**config.mk**
```make
export PLATFORM = sky130hd
export DESIGN_NAME = go_request_ctrl
export DESIGN_NICKNAME = d
export VERILOG_FILES = /design/src/rtl/go_request_ctrl.sv
export SDC_FILE = /design/constraint.sdc
export NUM_CORES = 1
export LEC_CHECK = 0
export ABC_AREA = 0
export BUFFER_PORTS_ARGS = -buffer_cell sky130_fd_sc_hd__buf_2
export CORE_MARGIN = 1.5
export CORE_UTILIZATION = 56
export DETAILED_ROUTE_END_ITERATION = 7
export PLACE_DENSITY = 0.76
export SYNTH_ARGS = -nofsm -noshare
export SYNTH_HDL_FRONTEND = slang
export SYNTH_SLANG_ARGS = --single-unit
```
**constraint.sdc**
```tcl
create_clock -name clk -period 2.6 [get_ports clk]
set_input_delay 0.39 -clock clk [delete_from_list [all_inputs] [get_ports clk]]
set_output_delay 0.39 -clock clk [all_outputs]
set_load 0.02 [all_outputs]
```
**src/rtl/go_request_ctrl.sv**
```systemverilog
// Initiator-side controller for the LED counter: debounces the GO button, issues a timed
// active-low go request, then supervises the counter's done handshake with a timeout.
module go_request_ctrl #(
    parameter int DEBOUNCE_CYCLES = 240000,
    parameter int GO_HOLD_CYCLES  = 3000000,
    parameter int TIMEOUT_CYCLES  = 60000000
) (
    input  logic       clk,
    input  logic       rst,
    input  logic       go_btn,
    input  logic       done_sig,
    output logic       go_n,
    output logic       busy,
    output logic       run_done,
    output logic       timeout_err,
    output logic [7:0] run_count
);

    localparam int DB_W   = $clog2(DEBOUNCE_CYCLES + 1);
    localparam int HOLD_W = $clog2(GO_HOLD_CYCLES + 1);
    localparam int TMO_W  = $clog2(TIMEOUT_CYCLES + 1);

    // Gray-ordered so every legal transition flips at most one state bit where possible.
    localparam logic [1:0] IDLE       = 2'b00;
    localparam logic [1:0] REQUEST    = 2'b01;
    localparam logic [1:0] WAIT_DONE  = 2'b11;
    localparam logic [1:0] WAIT_CLEAR = 2'b10;

    logic              go_meta, go_sync;
    logic              done_meta, done_sync;
    logic              btn_level;
    logic [DB_W-1:0]   db_cnt;
    logic              press_evt;
    logic [1:0]        state, state_nxt;
    logic [HOLD_W-1:0] hold_cnt;
    logic [TMO_W-1:0]  tmo_cnt;
    logic              start_run, done_hit, tmo_hit;
    logic              hold_zero, tmo_zero;

    // Synchronizers reset to the idle levels: button released (high), done low.
    always_ff @(posedge clk or posedge rst) begin
        if (rst) begin
            go_meta   <= 1'b1;
            go_sync   <= 1'b1;
            done_meta <= 1'b0;
            done_sync <= 1'b0;
        end else begin
            go_meta   <= go_btn;
            go_sync   <= go_meta;
            done_meta <= done_sig;
            done_sync <= done_meta;
        end
    end

    // btn_level keeps the raw button polarity, so 1 means released.
    always_ff @(posedge clk or posedge rst) begin
        if (rst) begin
            btn_level <= 1'b1;
            db_cnt    <= '0;
            press_evt <= 1'b0;
        end else begin
            press_evt <= 1'b0;
            if (go_sync != btn_level) begin
                if (db_cnt == DB_W'(DEBOUNCE_CYCLES - 1)) begin
                    btn_level <= go_sync;
                    db_cnt    <= '0;
                    press_evt <= ~go_sync;
                end else begin
                    db_cnt <= db_cnt + DB_W'(1);
                end
            end else begin
                db_cnt <= '0;
            end
        end
    end

    assign hold_zero = (hold_cnt == '0);
    assign tmo_zero  = (tmo_cnt == '0);
    assign start_run = (state == IDLE) && press_evt;

    // A done seen in WAIT_DONE takes priority over a simultaneous timeout expiry.
    always_comb begin
        state_nxt = state;
        done_hit  = 1'b0;
        tmo_hit   = 1'b0;
        case (state)
            IDLE: begin
                if (press_evt) state_nxt = REQUEST;
            end
            REQUEST: begin
                if (tmo_zero) begin
                    state_nxt = IDLE;
                    tmo_hit   = 1'b1;
                end else if (hold_zero) begin
                    state_nxt = WAIT_DONE;
                end
            end
            WAIT_DONE: begin
                if (done_sync) begin
                    state_nxt = WAIT_CLEAR;
                    done_hit  = 1'b1;
                end else if (tmo_zero) begin
                    state_nxt = IDLE;
                    tmo_hit   = 1'b1;
                end
            end
            WAIT_CLEAR: begin
                if (!done_sync) begin
                    state_nxt = IDLE;
                end else if (tmo_zero) begin
                    state_nxt = IDLE;
                    tmo_hit   = 1'b1;
                end
            end
            default: state_nxt = IDLE;
        endcase
    end

    // go_n and busy are registered from the next state so the counter sees glitch-free levels.
    always_ff @(posedge clk or posedge rst) begin
        if (rst) begin
            state       <= IDLE;
            go_n        <= 1'b1;
            busy        <= 1'b0;
            run_done    <= 1'b0;
            timeout_err <= 1'b0;
            run_count   <= '0;
            hold_cnt    <= '0;
            tmo_cnt     <= '0;
        end else begin
            state    <= state_nxt;
            go_n     <= (state_nxt != REQUEST);
            busy     <= (state_nxt != IDLE);
            run_done <= done_hit;
            if (done_hit) run_count <= run_count + 8'd1;
            if (start_run) begin
                timeout_err <= 1'b0;
                hold_cnt    <= HOLD_W'(GO_HOLD_CYCLES - 1);
                tmo_cnt     <= TMO_W'(TIMEOUT_CYCLES - 1);
            end else begin
                if (state == REQUEST && !hold_zero) hold_cnt <= hold_cnt - HOLD_W'(1);
                if (state != IDLE && !tmo_zero) tmo_cnt <= tmo_cnt - TMO_W'(1);
                if (tmo_hit) timeout_err <= 1'b1;
            end
        end
    end

endmodule

```
==> reports/qor.yml <==
worst_ep_arrival_time_ns: 2.64
numCtsBuffers: 9
path_cells: "or4_1, nor4_4, a31oi_1, a311oi_1, a41oi_1"
hold_violations: 0
clk_latency_ns: 0.36
antenna_cells: 0
hpwl_mm: 6.17
grt_max_degree: 36
dr.pass1.iters: 5
dpl_cell_area_mm2: 0.00455
fp.dieH_um: 91
tightest_slew_ns: 0.849
antenna_found_initial: 0
syn_area_per_cell_um2: 10.0
power.static_leakage_nw: 2.31
min_period_ns: 2.43
path_class: "register to register"
vias: 3414
setup_viol: 0
detail_route.wirelength_mm: 8.86
syn_nets: 440
synth_seq_area_share_pct: 49.7
ant_nets: 0
syn_area_mm2: 0.00434
area_growth_pct: 10.3
async_flop_share_pct: 100
synth-edff-count: 0
synthFlopType: "dfrtp_1"
vias_per_cell: 6.14
synth_top_cell_by_area: "dfrtp_1"
fin_crit_sh_pct: 93.4
netlist_top_cells_area: "dfrtp_1 (47%), xor2_1 (4.4%), nor2_1 (4.2%), nand2_1 (2.9%), nand3_1 (2.7%)"
setup_tns_ns: 0
final_nets: 460
htreeDepth: 3
outcome: "complete, no violations"
final_max_slew_viol_count: 0
finClkSkew_ns: 0.0113
rows: 31
grt_usage_pct: 23.7
cp.required_ns: 2.81
avgRoutedWirePerCell_um: 15.9
ys_ff_latch: 86
peakVddDrop_v: 0.000381
instances_no_fill: 556
seq_area_mm2: 0.00216
drt_iter0_drc: 194
drc: 0
num_io_pins: 16
root_buffer: "clkbuf_8"
cts_sinks: 86
n_fill_cell: 598
p_per_area_mw_per_mm2: 515
path_max_fanout: 9
yosysWarningCount: 0
cts_tree: "done"
multi_input_area_mm2: 0.00206
overflow: 0
fp.coreArea_mm2: 0.00737
numPlacedInstances: 540
grt_pass1_wl_mm: 15.8
critPathLaunchType: "register"
layout-drive-gt1-share_pct: 14.7
io_buffers: 15
relSlewSlack_pct: 43.4
routabilityCongestion: 0.867
hold_buffers: 0
clock_path_buffers: 2
stdcell_area_mm2: 0.00478
syn_inst: 432
rsz0062_at_grt: "no"
worstHoldPathType: "primary input to register"
max_cap_viol_count: 0
die_x_um: 91
cts_setup_buffers: 0
ctsResizeCount: 0
synth_cell_types: 63
grt_pass1_vias: 3237
slowest_delay_ns: 0.66
clk_pin_slew_ns: 0.09
max_freq_mhz: 412
yosysTopAreaCellShare_pct: 47.3
die_area_mm2: 0.00828
crit_slowest_cell: "or4_1"
start_util_pct: 58.8
end_kind: "register"
final timing paths:
check | startpoint | end | slack (ns) | cells after the start
setup / recovery | tmo_cnt[10] | tmo_cnt[16] | 0.17 | 5
hold / removal | go_btn | go_meta | 0.12 | 1
setup reg to reg | tmo_cnt[10] | tmo_cnt[16] | 0.17 | 5
hold reg to reg | done_meta | done_sync | 0.35 | 0
max in group asynchronous | rst | hold_cnt[5] | 1.78 | 3
min in group asynchronous | rst | tmo_cnt[8] | 0.13 | 2
per-stage QoR:
stage	hold slack, ns	setup slack [ns]	total power [mW]	util (%)
4_1_cts	0.109	0.185	2.49	64.9
3_5_place_dp	0.336	0.203	1.42	61.7
6_report	0.122	0.172	2.47	64.9
3_3_place_gp	0.332	0.277	1.42	61.7
2_1_floorplan	0.331	0.313	1.40	-
5_1_grt	0.109	0.00561	2.56	64.9
worst max-delay path: cells and delay by family, from the launching register on:
family	cells	cell delay, ns
and+or+nand+nor	2	1.04
DFF	1	0.43
AOI/OAI and AO/OA	3	0.81
sequential cells by signal (all words and copies together) (netlist names):
| signal | cells |
|---|---|
| run_count | 8 |
| btn_level | 1 |
| done_meta | 1 |
| go_sync | 1 |
| db_cnt | 18 |
| busy | 1 |
| hold_cnt | 22 |
| go_n | 1 |
| press_evt | 1 |
| tmo_cnt | 26 |
| go_meta | 1 |
| state | 2 |
| done_sync | 1 |
| run_done | 1 |
| timeout_err | 1 |
layer usage:
| metal | routed length (µm) | vias up | track usage, % | part of all wire (%) |
|---|---|---|---|---|
| met3 | 393 | 22 | 5.61 | 4.4 |
| li1 | - | 1634 | - | - |
| met4 | 213 | 0 | 8.72 | 2.4 |
| met1 | 4230 | 1663 | 34.0 | 48 |
| met2 | 4030 | 95 | 35.0 | 45 |
| met5 | 0 | - | 0 | 0 |
kinds of logic (layout without fill, tap and decap cells):
group                      after synthesis  after routing  synth area share [%]
AOI/OAI and AO/OA                       71             71                  11.8
buffers and inverters                   25             50                  2.71
DFF                                     86             86                  49.7
adders and majority gates                5              5                  1.38
and+or+nand+nor                        204            204                  25.8
xor gates and xnor gates                31             31                  6.26
muxes                                   10             10                  2.34
cell usage in the layout, fill, tap and decap left out, types with 12 or more instances in the layout:
master / n
dfrtp_1: 82
nor2_1: 48
buf_2: 15
nand3_1: 23
nor3_1: 17
o21ai_0: 12
nand2_1: 33
xor2_1: 22
cell usage after synthesis (8+ instances only):
cell,n
nand3_1,23
mux2i_1,9
a31oi_1,8
or4_1,11
nor2_1,48
clkbuf_1,13
nor3_1,17
or3_1,8
nand2_1,33
dfrtp_1,82
xor2_1,22
xnor2_1,9
nor4_1,10
o21ai_0,12
a21oi_1,11
power breakdown:
part | internal, mW | leakage, nW | switching (mW) | total (mW)
sequential | 1.34 | 1.18 | 0.00528 | 1.35
clock | 0.594 | 0.116 | 0.479 | 1.07
combinational | 0.0100 | 1.01 | 0.0336 | 0.0436
layout make-up:
| class | count | share of cell area (%) |
|---|---|---|
| clock inverter | 5 | 1.70 |
| multi-input combinational | 321 | 43.1 |
| sequential | 86 | 45.1 |
| tap | 99 | 2.59 |
| timing repair buffer | 27 | 3.71 |
| clock buffer | 11 | 3.17 |
| inverter | 7 | 0.628 |
(Power assumes the default switching activity.)
